==> config.mk <==
export PLATFORM = sky130hd
export DESIGN_NAME = ps2_decimal_entry
export DESIGN_NICKNAME = d
export VERILOG_FILES = /design/src/rtl/ps2_decimal_entry.sv
export SDC_FILE = /design/constraint.sdc
export NUM_CORES = 1
export LEC_CHECK = 0
export CORE_UTILIZATION = 32
export DETAILED_ROUTE_END_ITERATION = 8
export GPL_ROUTABILITY_DRIVEN = 0
export PLACE_DENSITY = 0.51
export SETUP_SLACK_MARGIN = 0.1
export SLEW_MARGIN = 25
export SYNTH_ARGS = -nofsm -noshare
export SYNTH_HDL_FRONTEND = slang
export SYNTH_SLANG_ARGS = --single-unit
==> constraint.sdc <==
create_clock -name i_clk -period 3.7 [get_ports i_clk]
set_clock_uncertainty 0.1 [all_clocks]
set_input_delay 0.74 -clock i_clk [delete_from_list [all_inputs] [get_ports i_clk]]
set_output_delay 0.74 -clock i_clk [all_outputs]
set_load 0.05 [all_outputs]
==> src/rtl/ps2_decimal_entry.sv <==
// ps2_decimal_entry: collects decimal digits from PS/2 scan codes, converts
// them with a sequential multiply-accumulate and commits a clamped value.
module ps2_decimal_entry #(
  parameter int NUM_DIGITS = 3,
  parameter int MAX_VALUE  = 100,
  parameter int OUT_WIDTH  = 8,
  localparam int CW    = $clog2(NUM_DIGITS + 1),
  localparam int ACC_W = 4 * NUM_DIGITS
) (
  input  logic                 i_clk,
  input  logic                 i_rst_n,
  input  logic                 i_key_pressed,
  input  logic [7:0]           i_received_data,
  output logic [OUT_WIDTH-1:0] o_value_out,
  output logic                 o_value_valid,
  output logic                 o_clamped,
  output logic [CW-1:0]        o_digit_count,
  output logic                 o_busy
);
  typedef enum logic [1:0] {S_COLLECT, S_CONV, S_PUSH} state_t;
  state_t                r_state, w_state_nxt;
  logic [ACC_W-1:0]      r_buf;
  logic [CW-1:0]         r_count, r_idx;
  logic [ACC_W-1:0]      r_acc;
  logic                  r_brk, r_valid, r_clamped;
  logic [OUT_WIDTH-1:0]  r_value;
  logic                  w_key, w_is_digit, w_enter;
  logic [3:0]            w_digit, w_cur;
  always_comb begin
    w_is_digit = 1'b1;
    w_digit    = 4'd0;
    case (i_received_data)
      8'h45, 8'h70: w_digit = 4'd0;
      8'h16: w_digit = 4'd1;
      8'h1E: w_digit = 4'd2;
      8'h26: w_digit = 4'd3;
      8'h25: w_digit = 4'd4;
      8'h2E: w_digit = 4'd5;
      8'h36: w_digit = 4'd6;
      8'h3D: w_digit = 4'd7;
      8'h3E: w_digit = 4'd8;
      8'h46: w_digit = 4'd9;
      default: w_is_digit = 1'b0;
    endcase
  end
  // a byte that reaches the decoder: not busy, not swallowed by a break, not a prefix
  assign w_key   = i_key_pressed && r_state == S_COLLECT && !r_brk &&
                   i_received_data != 8'hF0 && i_received_data != 8'hE0;
  assign w_enter = w_key && i_received_data == 8'h5A && r_count != '0;
  assign w_cur   = r_buf[r_idx*4 +: 4];
  always_comb begin
    w_state_nxt = r_state;
    case (r_state)
      S_COLLECT: w_state_nxt = w_enter ? S_CONV : S_COLLECT;
      S_CONV:    w_state_nxt = (r_idx + CW'(1) == r_count) ? S_PUSH : S_CONV;
      default:   w_state_nxt = S_COLLECT;
    endcase
  end
  always_ff @(posedge i_clk or negedge i_rst_n)
    if (!i_rst_n) r_state <= S_COLLECT;
    else r_state <= w_state_nxt;
  always_ff @(posedge i_clk or negedge i_rst_n) begin
    if (!i_rst_n) begin
      r_buf     <= '0;
      r_count   <= '0;
      r_idx     <= '0;
      r_acc     <= '0;
      r_brk     <= 1'b0;
      r_valid   <= 1'b0;
      r_clamped <= 1'b0;
      r_value   <= '0;
    end else begin
      r_valid <= 1'b0;
      case (r_state)
        S_COLLECT: begin
          r_acc <= '0;
          r_idx <= '0;
          if (i_key_pressed)
            r_brk <= r_brk ? 1'b0 : i_received_data == 8'hF0;
          if (w_key && w_is_digit && r_count < CW'(NUM_DIGITS)) begin
            r_buf[r_count*4 +: 4] <= w_digit;
            r_count <= r_count + CW'(1);
          end else if (w_key && i_received_data == 8'h66 && r_count != '0)
            r_count <= r_count - CW'(1);
          else if (w_key && i_received_data == 8'h76)
            r_count <= '0;
        end
        S_CONV: begin
          r_acc <= r_acc * ACC_W'(10) + ACC_W'(w_cur);
          r_idx <= r_idx + CW'(1);
        end
        S_PUSH: begin
          r_value   <= (32'(r_acc) > MAX_VALUE) ? OUT_WIDTH'(MAX_VALUE) : OUT_WIDTH'(r_acc);
          r_clamped <= 32'(r_acc) > MAX_VALUE;
          r_valid   <= 1'b1;
          r_count   <= '0;
        end
        default: ;
      endcase
    end
  end
  assign o_value_out   = r_value;
  assign o_value_valid = r_valid;
  assign o_clamped     = r_clamped;
  assign o_digit_count = r_count;
  assign o_busy        = r_state != S_COLLECT;
endmodule

==> results.json <==
{
  "r2r.worst_path.cells": 9,
  "postRouteWirelength_um": 6440,
  "power_density_nw_per_um2": 390,
  "cts_repair_resize_count": 0,
  "critical-path-max-stage-delay_ns": 0.54,
  "die_height_um": 95.1,
  "number_of_flops_mapped_to_enable_cells_by_yosys": 0,
  "gr-usage-all-layers": 0.160,
  "slew_viol_final": 0,
  "synth.net_count": 330,
  "cp.required_ns": 3.83,
  "htreeDepth": 2,
  "p_sw_uw": 433,
  "critical_path.slowest_cell": "nor4b_1",
  "tritoncts": "yes",
  "synth_area_um2": 2770,
  "final_min_period_over_clock_period": 0.910,
  "grt.overflow.total": 0,
  "first_global_vias": 2293,
  "cts.reportedPaths.clkPinSlew_ns": 0.09,
  "cp_max_fanout": 5,
  "worst_ir_drop_vdd_mv": 0.405,
  "placement_rows": 33,
  "min_period_ns": 3.37,
  "place.port_buffers": 23,
  "die-area_um2": 9040,
  "vias_per_cell": 5.30,
  "cp_data_arrival_time_ns": 3.49,
  "setup_ws_ns": 0.333,
  "antenna_cells": 0,
  "ffs_latches_synth": 41,
  "synth.top_cell.area_share": 0.370,
  "synth_top_cell_by_area": "dfrtp_1",
  "post_synth_num_cell_types": 54,
  "clock_insertion_delay_worst_skew_ns": 0.30,
  "reg2reg_slack_ns": 0.33,
  "grt_first_pass_wirelength_um": 11200,
  "ant_nets": 0,
  "layout-drive-gt1-share": 0.0892,
  "status": "completed",
  "route.detailed.wl_per_inst_um": 15.0,
  "rr_endpoint": "r_acc[11]$_DFFE_PN0P_",
  "power_frac_clock": 0.343,
  "number_of_hold_slack_violations_in_the_final_timing_report": 0,
  "hpwl_um": 4860,
  "core_um2": 8300,
  "postCtsHoldBufs": 0,
  "fin_nets": 359,
  "post-place-cells": 422,
  "hold_path.class": "input port to async pin",
  "dieWidth_um": 95.1,
  "grt_setup_unrepaired": "no",
  "synthFlopType": "dfrtp_1",
  "ios": 24,
  "synth_commonest_cells": "dfrtp_1 (41), nand2_1 (29), o21ai_0 (27)",
  "synth_warnings": 0,
  "cells_traversed_along_the_worst_timing_path": "ha_1, ha_1, fa_1, a211oi_1, or2_2, a311oi_1, nor4b_1, xnor3_1, o21ai_0",
  "postSynthCellCount": 295,
  "cts.sink_count": 41,
  "worst-slew-pin-transition_ns": 0.584,
  "area.growth.synth_to_final_pct": 18.8,
  "dr.first_iter.drc_count": 55,
  "cts_inserted_buffers": 5,
  "drtPass1Iterations": 4,
  "cap_violations": 0,
  "clock_tree.buffer_depth": 2,
  "yosys.cell_count.top_type": "dfrtp_1",
  "finalSetupViolCount": 0,
  "post_cts_buffers": 0,
  "syn_area_per_cell_um2": 9.40,
  "combinationalPowerShare": 0.265,
  "netlist_top_cells_area": "dfrtp_1 (37%), ha_1 (9.9%), o21ai_0 (4.9%)",
  "vias": 2278,
  "grt_antenna_before_repair": 0,
  "preCtsSetupSlack_ns": 0.169,
  "r2r_start": "r_acc[3]$_DFFE_PN0P_",
  "pin_count_of_the_biggest_net_entering_global_routing": 42,
  "clock-root-buffer": "clkbuf_8",
  "drc": 0,
  "setup.worst_path.end_class": "flop",
  "floorplan.initialDensity": 0.334,
  "stdcell_count": 430,
  "relSlewSlack": 0.605,
  "cell_internal_power_dissipation_uw": 851,
  "switching_share": 0.337,
  "synthArstFlopShare": 1.00,
  "timing.fmax_ghz": 0.297,
  "hold_slack_ns": 0.312,
  "startpoint_type": "flop",
  "synth-seq-area-share": 0.370,
  "power.sequential.fraction": 0.392,
  "final.setup.tns_ns": 0,
  "timing.critical_path.mode_cell": "ha_1",
  "leakagePower_nw": 1.46,
  "timing_worst_setup_path_type": "flop to flop"
}
## cell type report
cell class / instances / area, um2
repair buffers: 33 / 303
inverters: 14 / 52.6
multi-input cells: 229 / 1640
well taps: 105 / 131
clock inverters: 3 / 68.8
flip-flops and latches: 41 / 1030
fillers: 834 / 5000
clock buffers: 5 / 68.8
## worst max path at each step
stage / start / to / slack (ns)
final: r_acc[3]$_DFFE_PN0P_ / r_acc[11]$_DFFE_PN0P_ / 0.33
after global routing: r_acc[2]$_DFFE_PN0P_ / r_acc[11]$_DFFE_PN0P_ / 0.12
after CTS: r_acc[3]$_DFFE_PN0P_ / r_acc[11]$_DFFE_PN0P_ / 0.31
after detailed placement: i_received_data[6] / r_buf[5]$_DFFE_PN0P_ / 0.17
after global placement: i_received_data[6] / r_buf[6]$_DFFE_PN0P_ / 0.20
after floorplan: i_received_data[3] / r_buf[1]$_DFFE_PN0P_ / 0.73
## worst max-delay path, delay by kind of cell (launching register included)
family	cells	cell delay, ns
adders and majority gates	3	0.94
and+or+nand+nor	2	0.74
AOI/OAI and AO/OA	3	0.64
DFF	1	0.46
xor gates and xnor gates	1	0.41
## routing by layer
| metal | global-route usage | part of all wire |
|---|---|---|
| met1 | 0.206 | 0.48 |
| met2 | 0.273 | 0.48 |
| met3 | 0.0271 | 0.026 |
| met4 | 0.0455 | 0.011 |
| met5 | 0 | 0 |
## sequential cells by signal (all words and copies together) (netlist names)
signal and count:
o_clamped 1, o_digit_count 2, o_value_out 8, o_value_valid 1, r_acc 12, r_brk 1, r_buf 12, r_idx 2
r_state 2
## power groups by stage
| stage | clock [mW] | sequential, mW | combinational [mW] |
|---|---|---|---|
| after CTS | 0.455 | 0.505 | 0.342 |
| final | 0.441 | 0.504 | 0.340 |
| after detailed placement | 0 | 0.513 | 0.341 |
| after floorplan | 0 | 0.564 | 0.177 |
| after global placement | 0 | 0.514 | 0.339 |
| after global routing | 0.475 | 0.510 | 0.377 |
## cell families after synthesis
kind of cell               share of synthesized area
buffers and inverters                         0.0393
DFF                                            0.370
muxes                                         0.0379
adders and majority gates                      0.114
and+or+nand+nor                                0.192
AOI/OAI and AO/OA                              0.195
xor gates and xnor gates                      0.0523
## layout by cell type, fill, tap and decap left out, types with 3 or more instances in the layout
cell	count
a22o_1	6
nand3_1	7
nand2b_1	5
o41ai_1	8
mux2i_1	6
inv_1	14
nor2_1	21
xnor2_1	10
dfrtp_1	41
xor2_1	4
clkbuf_8	5
nor3_1	9
nand2_1	29
a211oi_1	4
buf_4	11
a21oi_1	11
nor4b_1	3
o21ai_0	27
clkdlybuf4s50_1	22
mux2_2	3
ha_1	22
o31ai_1	4
or4_1	3
nor4_1	4
nor2b_1	4
## stage by stage
stage	total power, mW	util	cell area [um2]
floorplan	0.740	-	2770
global placement	0.853	0.379	3150
detailed placement	0.854	0.379	3150
CTS	1.30	0.396	3290
global route	1.36	0.397	3290
finish	1.28	0.397	3290
Note: power is estimated with default switching activity, not from simulation.
